<file path="src/rtl/seg7_pkg.sv">
// Shared types and constants for the seg7_scan_ctrl multiplexed display controller.
// The display word struct is sized for the largest supported display (8 digits).
package seg7_pkg;

   localparam int MAX_DIGITS = 8;
   localparam logic [6:0] SEG_OFF = 7'h7F;

   typedef enum logic {
      BLANK = 1'b0,
      DRIVE = 1'b1
   } state_e;

   typedef struct packed {
      logic [4*MAX_DIGITS-1:0] value;
      logic [MAX_DIGITS-1:0]   dp;
      logic [MAX_DIGITS-1:0]   en;
   } disp_word_t;

   // All anodes of an n-digit display switched off (active-low, so all ones).
   function automatic logic [MAX_DIGITS-1:0] anode_off(input int n);
      logic [MAX_DIGITS-1:0] m;
      m = '0;
      for (int i = 0; i < MAX_DIGITS; i++) begin
         if (i < n) m[i] = 1'b1;
      end
      return m;
   endfunction

endpackage

</file>
<file path="src/rtl/seg7_scan_ctrl_hex7seg.sv">
// hex7seg: hex nibble to active-low 7-segment pattern, bit 0 = segment a.
// Purely combinational; the scan controller registers its output.
module hex7seg (
   input  logic [3:0] hex_i,
   output logic [6:0] seg_o
);

   always_comb begin
      seg_o = 7'h7F;
      unique case (hex_i)
         4'h0: seg_o = 7'h40;
         4'h1: seg_o = 7'h79;
         4'h2: seg_o = 7'h24;
         4'h3: seg_o = 7'h30;
         4'h4: seg_o = 7'h19;
         4'h5: seg_o = 7'h12;
         4'h6: seg_o = 7'h02;
         4'h7: seg_o = 7'h78;
         4'h8: seg_o = 7'h00;
         4'h9: seg_o = 7'h10;
         4'hA: seg_o = 7'h08;
         4'hB: seg_o = 7'h03;
         4'hC: seg_o = 7'h46;
         4'hD: seg_o = 7'h21;
         4'hE: seg_o = 7'h06;
         4'hF: seg_o = 7'h0E;
         default: seg_o = 7'h7F;
      endcase
   end

endmodule

</file>
<file path="src/rtl/seg7_scan_ctrl.sv">
// Common-anode 7-segment scan controller with a double-buffered display word.
// Optional leading-zero blanking is enabled by defining SEG7_LEADING_ZERO_BLANK_EN.
module seg7_scan_ctrl
   import seg7_pkg::*;
#(
   parameter int NUM_DIGITS   = 4,
   parameter int REFRESH_DIV  = 100000,
   parameter int BLANK_CYCLES = 16
) (
   input  logic                    clk,
   input  logic                    reset_n,
   input  logic [4*NUM_DIGITS-1:0] value_in,
   input  logic [NUM_DIGITS-1:0]   dp_in,
   input  logic [NUM_DIGITS-1:0]   digit_en,
   input  logic                    load,
   output logic                    load_ack,
   output logic                    frame_start,
   output logic [NUM_DIGITS-1:0]   an,
   output logic [6:0]              seg,
   output logic                    dp,
   output state_e                  dbg_state
);

   localparam int DIV_W = $clog2(REFRESH_DIV);
   localparam int DIG_W = (NUM_DIGITS > 1) ? $clog2(NUM_DIGITS) : 1;
   localparam logic [DIV_W-1:0] LAST_DIV   = DIV_W'(REFRESH_DIV - 1);
   localparam logic [DIV_W-1:0] BLANK_LAST = DIV_W'(BLANK_CYCLES - 1);
   localparam logic [DIG_W-1:0] LAST_DIGIT = DIG_W'(NUM_DIGITS - 1);
   localparam logic [NUM_DIGITS-1:0] AN_OFF = NUM_DIGITS'(anode_off(NUM_DIGITS));
   localparam disp_word_t RESET_WORD = '{value: '0, dp: '0, en: '1};

   state_e              state_q, state_d;
   logic [DIG_W-1:0]    digit_q, digit_d;
   logic [DIV_W-1:0]    div_q, div_d;
   logic                run_q;
   disp_word_t          active_q, active_d, pend_q, pend_d, load_word;
   logic                pend_valid_q, pend_valid_d;
   logic                boundary;
   logic [3:0]          nibble;
   logic [6:0]          dec_seg;
   logic [NUM_DIGITS-1:0] lz_dark, shown;
   logic [NUM_DIGITS-1:0] an_q, an_d;
   logic [6:0]          seg_q, seg_d;
   logic                dp_q, dp_d, ack_q, ack_d, fs_q, fs_d;
`ifdef SEG7_LEADING_ZERO_BLANK_EN
   logic                nz;
`endif

   // run_q spends the first cycle after reset release arming the scan, so the
   // registered frame_start lines up with the first digit-0 blank cycle.
   always_comb begin
      state_d  = state_q;
      digit_d  = digit_q;
      div_d    = div_q;
      boundary = 1'b0;
      if (run_q) begin
         div_d = (div_q == LAST_DIV) ? '0 : div_q + DIV_W'(1);
         unique case (state_q)
            BLANK: if (div_q == BLANK_LAST) state_d = DRIVE;
            DRIVE: begin
               if (div_q == LAST_DIV) begin
                  state_d = BLANK;
                  if (digit_q == LAST_DIGIT) begin
                     digit_d  = '0;
                     boundary = 1'b1;
                  end else begin
                     digit_d = digit_q + DIG_W'(1);
                  end
               end
            end
            default: state_d = BLANK;
         endcase
      end
   end

   // load is a valid-only strobe with no backpressure: every pulse is accepted,
   // the latest one wins, and load_ack marks the pending word going active.
   always_comb begin
      load_word = '0;
      load_word.value[4*NUM_DIGITS-1:0] = value_in;
      load_word.dp[NUM_DIGITS-1:0]      = dp_in;
      load_word.en[NUM_DIGITS-1:0]      = digit_en;
      active_d     = active_q;
      pend_d       = pend_q;
      pend_valid_d = pend_valid_q;
      ack_d        = 1'b0;
      if (boundary && pend_valid_q) begin
         active_d     = pend_q;
         pend_valid_d = 1'b0;
         ack_d        = 1'b1;
      end
      if (load) begin
         pend_d       = load_word;
         pend_valid_d = 1'b1;
      end
   end

   always_comb begin
      lz_dark = '0;
`ifdef SEG7_LEADING_ZERO_BLANK_EN
      nz = 1'b0;
      for (int k = NUM_DIGITS - 1; k >= 0; k--) begin
         nz = nz | (active_d.value[4*k +: 4] != 4'h0);
         lz_dark[k] = (k != 0) && !nz;
      end
`endif
   end

   assign shown  = active_d.en[NUM_DIGITS-1:0] & ~lz_dark;
   assign nibble = active_d.value[4*digit_d +: 4];

   hex7seg u_hex7seg (
      .hex_i (nibble),
      .seg_o (dec_seg)
   );

   // Outputs are computed from next-state values so the registers change on
   // the same edge as state, digit and div.
   always_comb begin
      an_d  = AN_OFF;
      seg_d = SEG_OFF;
      dp_d  = 1'b1;
      fs_d  = !run_q || boundary;
      if (state_d == DRIVE) begin
         if (shown[digit_d]) an_d[digit_d] = 1'b0;
         seg_d = dec_seg;
         dp_d  = !(active_d.dp[digit_d] && !lz_dark[digit_d]);
      end
   end

   always_ff @(posedge clk or negedge reset_n) begin
      if (!reset_n) begin
         run_q        <= 1'b0;
         state_q      <= BLANK;
         digit_q      <= '0;
         div_q        <= '0;
         active_q     <= RESET_WORD;
         pend_q       <= '0;
         pend_valid_q <= 1'b0;
         an_q         <= AN_OFF;
         seg_q        <= SEG_OFF;
         dp_q         <= 1'b1;
         ack_q        <= 1'b0;
         fs_q         <= 1'b0;
      end else begin
         run_q        <= 1'b1;
         state_q      <= state_d;
         digit_q      <= digit_d;
         div_q        <= div_d;
         active_q     <= active_d;
         pend_q       <= pend_d;
         pend_valid_q <= pend_valid_d;
         an_q         <= an_d;
         seg_q        <= seg_d;
         dp_q         <= dp_d;
         ack_q        <= ack_d;
         fs_q         <= fs_d;
      end
   end

   assign an          = an_q;
   assign seg         = seg_q;
   assign dp          = dp_q;
   assign load_ack    = ack_q;
   assign frame_start = fs_q;
   assign dbg_state   = state_q;

endmodule

</file>
<file path="config.mk">
export PLATFORM = sky130hd
export DESIGN_NAME = seg7_scan_ctrl
export DESIGN_NICKNAME = d
export VERILOG_FILES = /design/src/rtl/seg7_pkg.sv /design/src/rtl/seg7_scan_ctrl_hex7seg.sv /design/src/rtl/seg7_scan_ctrl.sv
export SDC_FILE = /design/constraint.sdc
export NUM_CORES = 1
export LEC_CHECK = 0
export ABC_AREA = 0
export BUFFER_PORTS_ARGS = -buffer_cell sky130_fd_sc_hd__buf_4
export CAP_MARGIN = 20
export CELL_PAD_IN_SITES_DETAIL_PLACEMENT = 1
export CELL_PAD_IN_SITES_GLOBAL_PLACEMENT = 1
export CORE_AREA = 2 2 103 95
export CTS_CLUSTER_DIAMETER = 40
export DETAILED_ROUTE_END_ITERATION = 8
export DIE_AREA = 0 0 105 97
export HOLD_SLACK_MARGIN = 0.05
export PLACE_DENSITY = 0.79
export SYNTH_ARGS = -nofsm -noshare
export SYNTH_HDL_FRONTEND = slang
export SYNTH_SLANG_ARGS = --single-unit
</file>
<file path="constraint.sdc">
create_clock -name clk -period 9.4 [get_ports clk]
set_input_delay 1.88 -clock clk [delete_from_list [all_inputs] [get_ports clk]]
set_output_delay 1.88 -clock clk [all_outputs]
set_load 0.01 [all_outputs]
</file>
* Yosys cells after proc, flatten, opt, wreduce, memory -nomap -nowiden
Memories as Yosys holds them, arrays and structs flattened.
Index checks and enable logic that the tools add are counted.
** Cells by class
- Shift-type cells :: 1
- Reductions and logical operators :: 8
- Mux-type cells :: 29
- Equal/unequal tests :: 3
- Order comparisons :: 3
- Div/mod/pow operators :: 0
- Bitwise logic cells :: 2
- Add/sub/neg operators :: 2
- Multipliers :: 0
** Operators with widths (count)
- 48-bit two-way mux :: 1
- 32-bit by 5-bit variable part select with 4-bit output :: 1
- 17-bit by 1-bit adder with 17-bit output (second input constant) :: 1
- 17-bit == test (second input constant) :: 1
- 17-bit by 4-bit == test with 1-bit output (second input constant) :: 1
- 17-bit two-way mux :: 1
- 1-bit two-way mux :: 15
- 2-bit two-way mux :: 4
- 4-bit two-way mux :: 2
- 7-bit two-way mux :: 1
- 1-bit binary-select mux with 2-bit select :: 3
- 2-bit by 4-bit less-than comparator with 1-bit output (second input constant) :: 1
- 4-bit inverter :: 1
- 1-bit logical AND :: 3
- 1-bit zero test :: 3
- 2-bit by 3-bit less-than comparator with 1-bit output (second input constant) :: 1
- 2-bit by 1-bit adder with 2-bit output (second input constant) :: 1
- 1-bit demux with 2-bit select :: 1
- 2-bit == test (second input constant) :: 1
- 2-bit by 1-bit >= comparator with 1-bit output (second input constant) :: 1
- 1-bit case mux with 2 select lines :: 1
- 2-bit nonzero test :: 1
- 1-bit logical OR :: 1
- 1-bit inverter :: 1
** Storage, ports and cells
- Bits in read-only memories :: 112
- Memories kept :: 1
- Input bits :: 27
- Bits in writable memories :: 0
- Output and inout bits :: 15
- Bits in registers :: 104
- Bits in latches :: 0
- Logic and storage cells :: 66
** Memories
- (name not given) :: words 16, width 7, read ports 1, clocked after Yosys merged registers in 0, wr ports 0, RTL line seg7_scan_ctrl_hex7seg.sv:10 : unique case (hex_i)

* Longest topological paths before layout
- Depth after elaboration :: 12
- Mapped depth :: 15
- Depth with buffers taken out :: 14

* By module
Synthesis repeated with hierarchy kept, for this count alone.
** Unflattened totals
- Cell total of the unflattened synthesis :: 299
- Area, all modules :: 3853.7 um^2
** Modules (own cells, without submodules)
- seg7_scan_ctrl :: seq. area each 2122.0 um^2, area an instance 3601.0 um^2, cells each 268, times used 1
- hex7seg :: seq. area each 0.0 um^2, area an instance 252.7 um^2, cells each 31, times used 1

* Worst setup path after synthesis
Ideal clock, no wire load.
- Kind :: reg2reg
- Start :: register div_q[0]
- End :: register seg_q[0] (netlist: seg[0])
- Library setup time :: 0.079 ns
- Buffers on the path :: 2
- Setup slack :: 6.127 ns
- Stages on the path, launching flop included :: 14
- Data arrival time :: 3.194 ns
- Required time :: 9.321 ns
- Clock period less this slack :: 3.273 ns
- Path through :: dfrtp_1 -> ha_1 -> and4_1 -> and3_4 -> nand4_4 -> buf_6 -> buf_6 -> mux2_4 -> mux2_2 -> mux2i_2 -> inv_1 -> ha_1 -> o41a_1 -> o211a_1
** RTL lines
- start: declaration :: RTL line seg7_scan_ctrl.sv:34 : logic [DIV_W-1:0] div_q, div_d;
- start signal: assignment :: RTL line seg7_scan_ctrl.sv:149 : div_q <= div_d;
- end signal: assignment :: RTL line seg7_scan_ctrl.sv:154 : seg_q <= seg_d;
- end: declaration :: RTL line seg7_scan_ctrl.sv:43 : logic [6:0] seg_q, seg_d;

==> results.toml <==
[worst_setup_path]
startpoint_type = "register"
crit_fanout = 30
cp.required_ps = 9680
worst_ep_arrival_time_ps = 4200
worstSetupPathType = "register to register"
cp-end-kind = "register"

[timing]
setup_viol = 0
fmax_mhz = 255
fin_crit_sh_pct = 41.8
slew_headroom_pct = 31.0
rsz0062_at_grt = "false"
worst_pin_slew_ps = 1040
fin_tns_setup_ps = 0
fin_worst_skew_ps = 13.4
min_period_ps = 3930
setup_slack_ps = 5470
hold_violations = 0
drv_slew = 0

[floorplanning]
die_y_um = 97
initial_core_util_pct = 44.5
die-area_um2 = 10200
row_count = 33
die_w_um = 105
io_pins = 42
core_um2 = 9000

[clocking]
hold_buffers = 0
cts.reportedPaths.clkPinSlew_ps = 100
cts_setup_buffers = 0
cts.sinks = 84
clock_path_buffers = 2
cts_inserted_buffers = 9
cts_max_level = 3
cts_resized = 0
cts_tree = "built"
clk_latency_ps = 370
clockRootBuffer = "clkbuf_8"

[placed_design]
port_buffers = 41
post_dp_cell_area_um2 = 4370
gp_congestion = 0.767
place_ws_ps = 5490
hpwl_um = 5830

[run_status]
status = "finished clean"

[power_and_ir_drop]
p_leak_nw = 2.14
power_density_nw_per_um2 = 177
vdd_drop_max_mv = 0.0731

[cells_and_area]
fin_nets = 398
drive_gt1_share_pct = 37.2
area_growth_pct = 14.7
final_util_pct = 51.1
fin_area_um2 = 4600
insertedDiodeCount = 0

[yosys]
synth_top_flop_cell = "dfrtp_1"
syn_nets = 359
postSynth.asyncResetShare_pct = 100
synth_area_per_cell_um2 = 12.4
synth_edf_count = 0
ys_ff_latch = 84
ys_warn_count = 0
synth_top_area_cell = "dfrtp_1"
syn-cell-area_um2 = 4010
synth_area_leaders = "dfrtp_1 42%, mux2_2 12%, dfstp_2 10%"
yosysTopAreaCellShare_pct = 42.5
yosysUniqueCellTypes = 59
synth_top_family_by_area = "multiplexers"
synth_adder_area_share_pct = 2.50
synthXorXnorAreaFrac_pct = 3.28
ys_seq_area_share_pct = 53.0
synth.area.mux_share_pct = 14.8
synth-compound-area-share_pct = 9.71
synth_simple_gate_area_share_pct = 12.5
syn_inst = 324

[worst_hold_path]
hold_class = "register to register"

[global_route]
antenna_found_initial = 0
grt_use_met1_pct = 24.8
overflow = 0
track_usage_pct = 18.0
grtUsageMet2_pct = 28.6
grt_max_degree = 85
grt_first_pass_wirelength_um = 14600
grt_use_met3_pct = 3.23
grt_pass1_vias = 2850
busiest_layer = "met2"

[route]
drt_pass1_iterations = 4
drc_errors = 0
drt-vias-per-instance = 5.45
wl_per_cell_um = 17.4
routed_wl_um = 8520
drt_iter0_drc = 89
postRouteAntennaNets = 0
vias = 2670

[run]
drv_cap = 0
power breakdown:
| part | internal (mW) | total [mW] | switching, mW | leakage (nW) |
|---|---|---|---|---|
| logic | 0.0574 | 0.117 | 0.0598 | 0.991 |
| registers | 0.406 | 0.436 | 0.0307 | 1.04 |
| clock network | 0.106 | 0.259 | 0.152 | 0.103 |
| total | 0.569 | 0.812 | 0.243 | 2.14 |
cells in the mapped netlist, types with 2 or more instances:
cell and count:
a211o_1 2, ha_1 8, clkbuf_1 5, mux2_4 3
nand3_1 10, xor2_1 10, nand4_1 6, buf_2 2
and2_4 2, mux2_2 41, o221ai_1 4, buf_4 3
o21ai_1 2, dfstp_2 16, a21oi_1 7, a31oi_1 3
buf_6 4, o21ai_0 17, nor2_1 12, o22ai_1 2
inv_1 13, dfrtp_1 68, and4_1 3, and2_1 3
xnor2_1 5, nor3_1 6, and3_1 7, mux2i_1 5
o211a_1 2, nand2_1 22, o211ai_1 3
registers in the layout, summed over array words and instances, names as in the netlist, 2 cells and up:
| signal | flops |
|---|---|
| seg | 7 |
| digit_q | 2 |
| an | 4 |
| pend_q | 24 |
| div_q | 17 |
| active_q | 24 |
worst max-delay path, stage by stage (launching register included):
cell and delay, ps:
dfrtp_1 410, ha_1 210, and4_1 330, and3_4 270
nand4_4 440, mux2_4 470, mux2_2 270, mux2i_2 330
inv_1 140, ha_1 210, and3_1 160, a2111oi_0 510
a31oi_1 90
per-layer routing:
layer	wire length, um	vias to the layer above	part of all wire (%)
li1	-	1246	-
met1	4020	1362	47
met2	4090	48	48
met3	265	14	3.1
met4	146	0	1.7
met5	0	-	0
layout by cell type, fill, tap and decap left out, drive strengths merged, types with 2 or more instances in the layout:
cell type,count
buf,42
clkbuf,9
nor3,6
xor2,10
clkinv,3
dfrtp,68
mux2i,7
xnor2,5
nor4,2
nor2,15
inv,19
o22ai,2
mux2,44
nand3,11
a211o,2
o211a,3
nand4,7
and4,3
dfstp,16
o211ai,5
o21ai,19
a21oi,7
and2,5
o221ai,5
nand2,22
and3,8
a31oi,4
ha,8
area by class of cell:
cell class,instances,area (um2)
Sequential cell,84,2120
Inverter,15,68.8
Clock buffer,9,124
Timing Repair Buffer,42,335
Clock inverter,7,73.8
Multi-Input combinational cell,211,1720
Fill cell,1010,4410
Tap cell,122,153
path summary, 6_finish.rpt:
check | start | to | slack, ps | depth (start not counted)
setup / recovery | div_q[0] | seg[3] | 5470 | 12
hold / removal | active_q[11] | active_q[11] | 500 | 2
setup reg to reg | div_q[0] | seg[3] | 5470 | 12
hold reg to reg | active_q[11] | active_q[11] | 500 | 2
max in group asynchronous | reset_n | an[1] | 7310 | 2
min in group asynchronous | reset_n | div_q[0] | 1450 | 1
kinds of logic (layout without fill, tap and decap cells):
group	count (synthesis)	in the layout
multiplexers	51	51
AO/OA/AOI/OAI	53	53
other	1	1
flip-flops	84	84
XOR/XNOR	15	15
AND/OR/NAND/NOR	83	83
buffers and inverters	29	73
adder cells (fa/ha/maj)	8	8
through the flow:
stage	total power, mW	std cells	hold slack, ps
after global routing	0.857	490	530
after CTS	0.820	489	502
final	0.812	490	499
after floorplan	0.501	324	451
after global placement	0.553	473	476
after detailed placement	0.560	473	478
(Power assumes the default switching activity.)
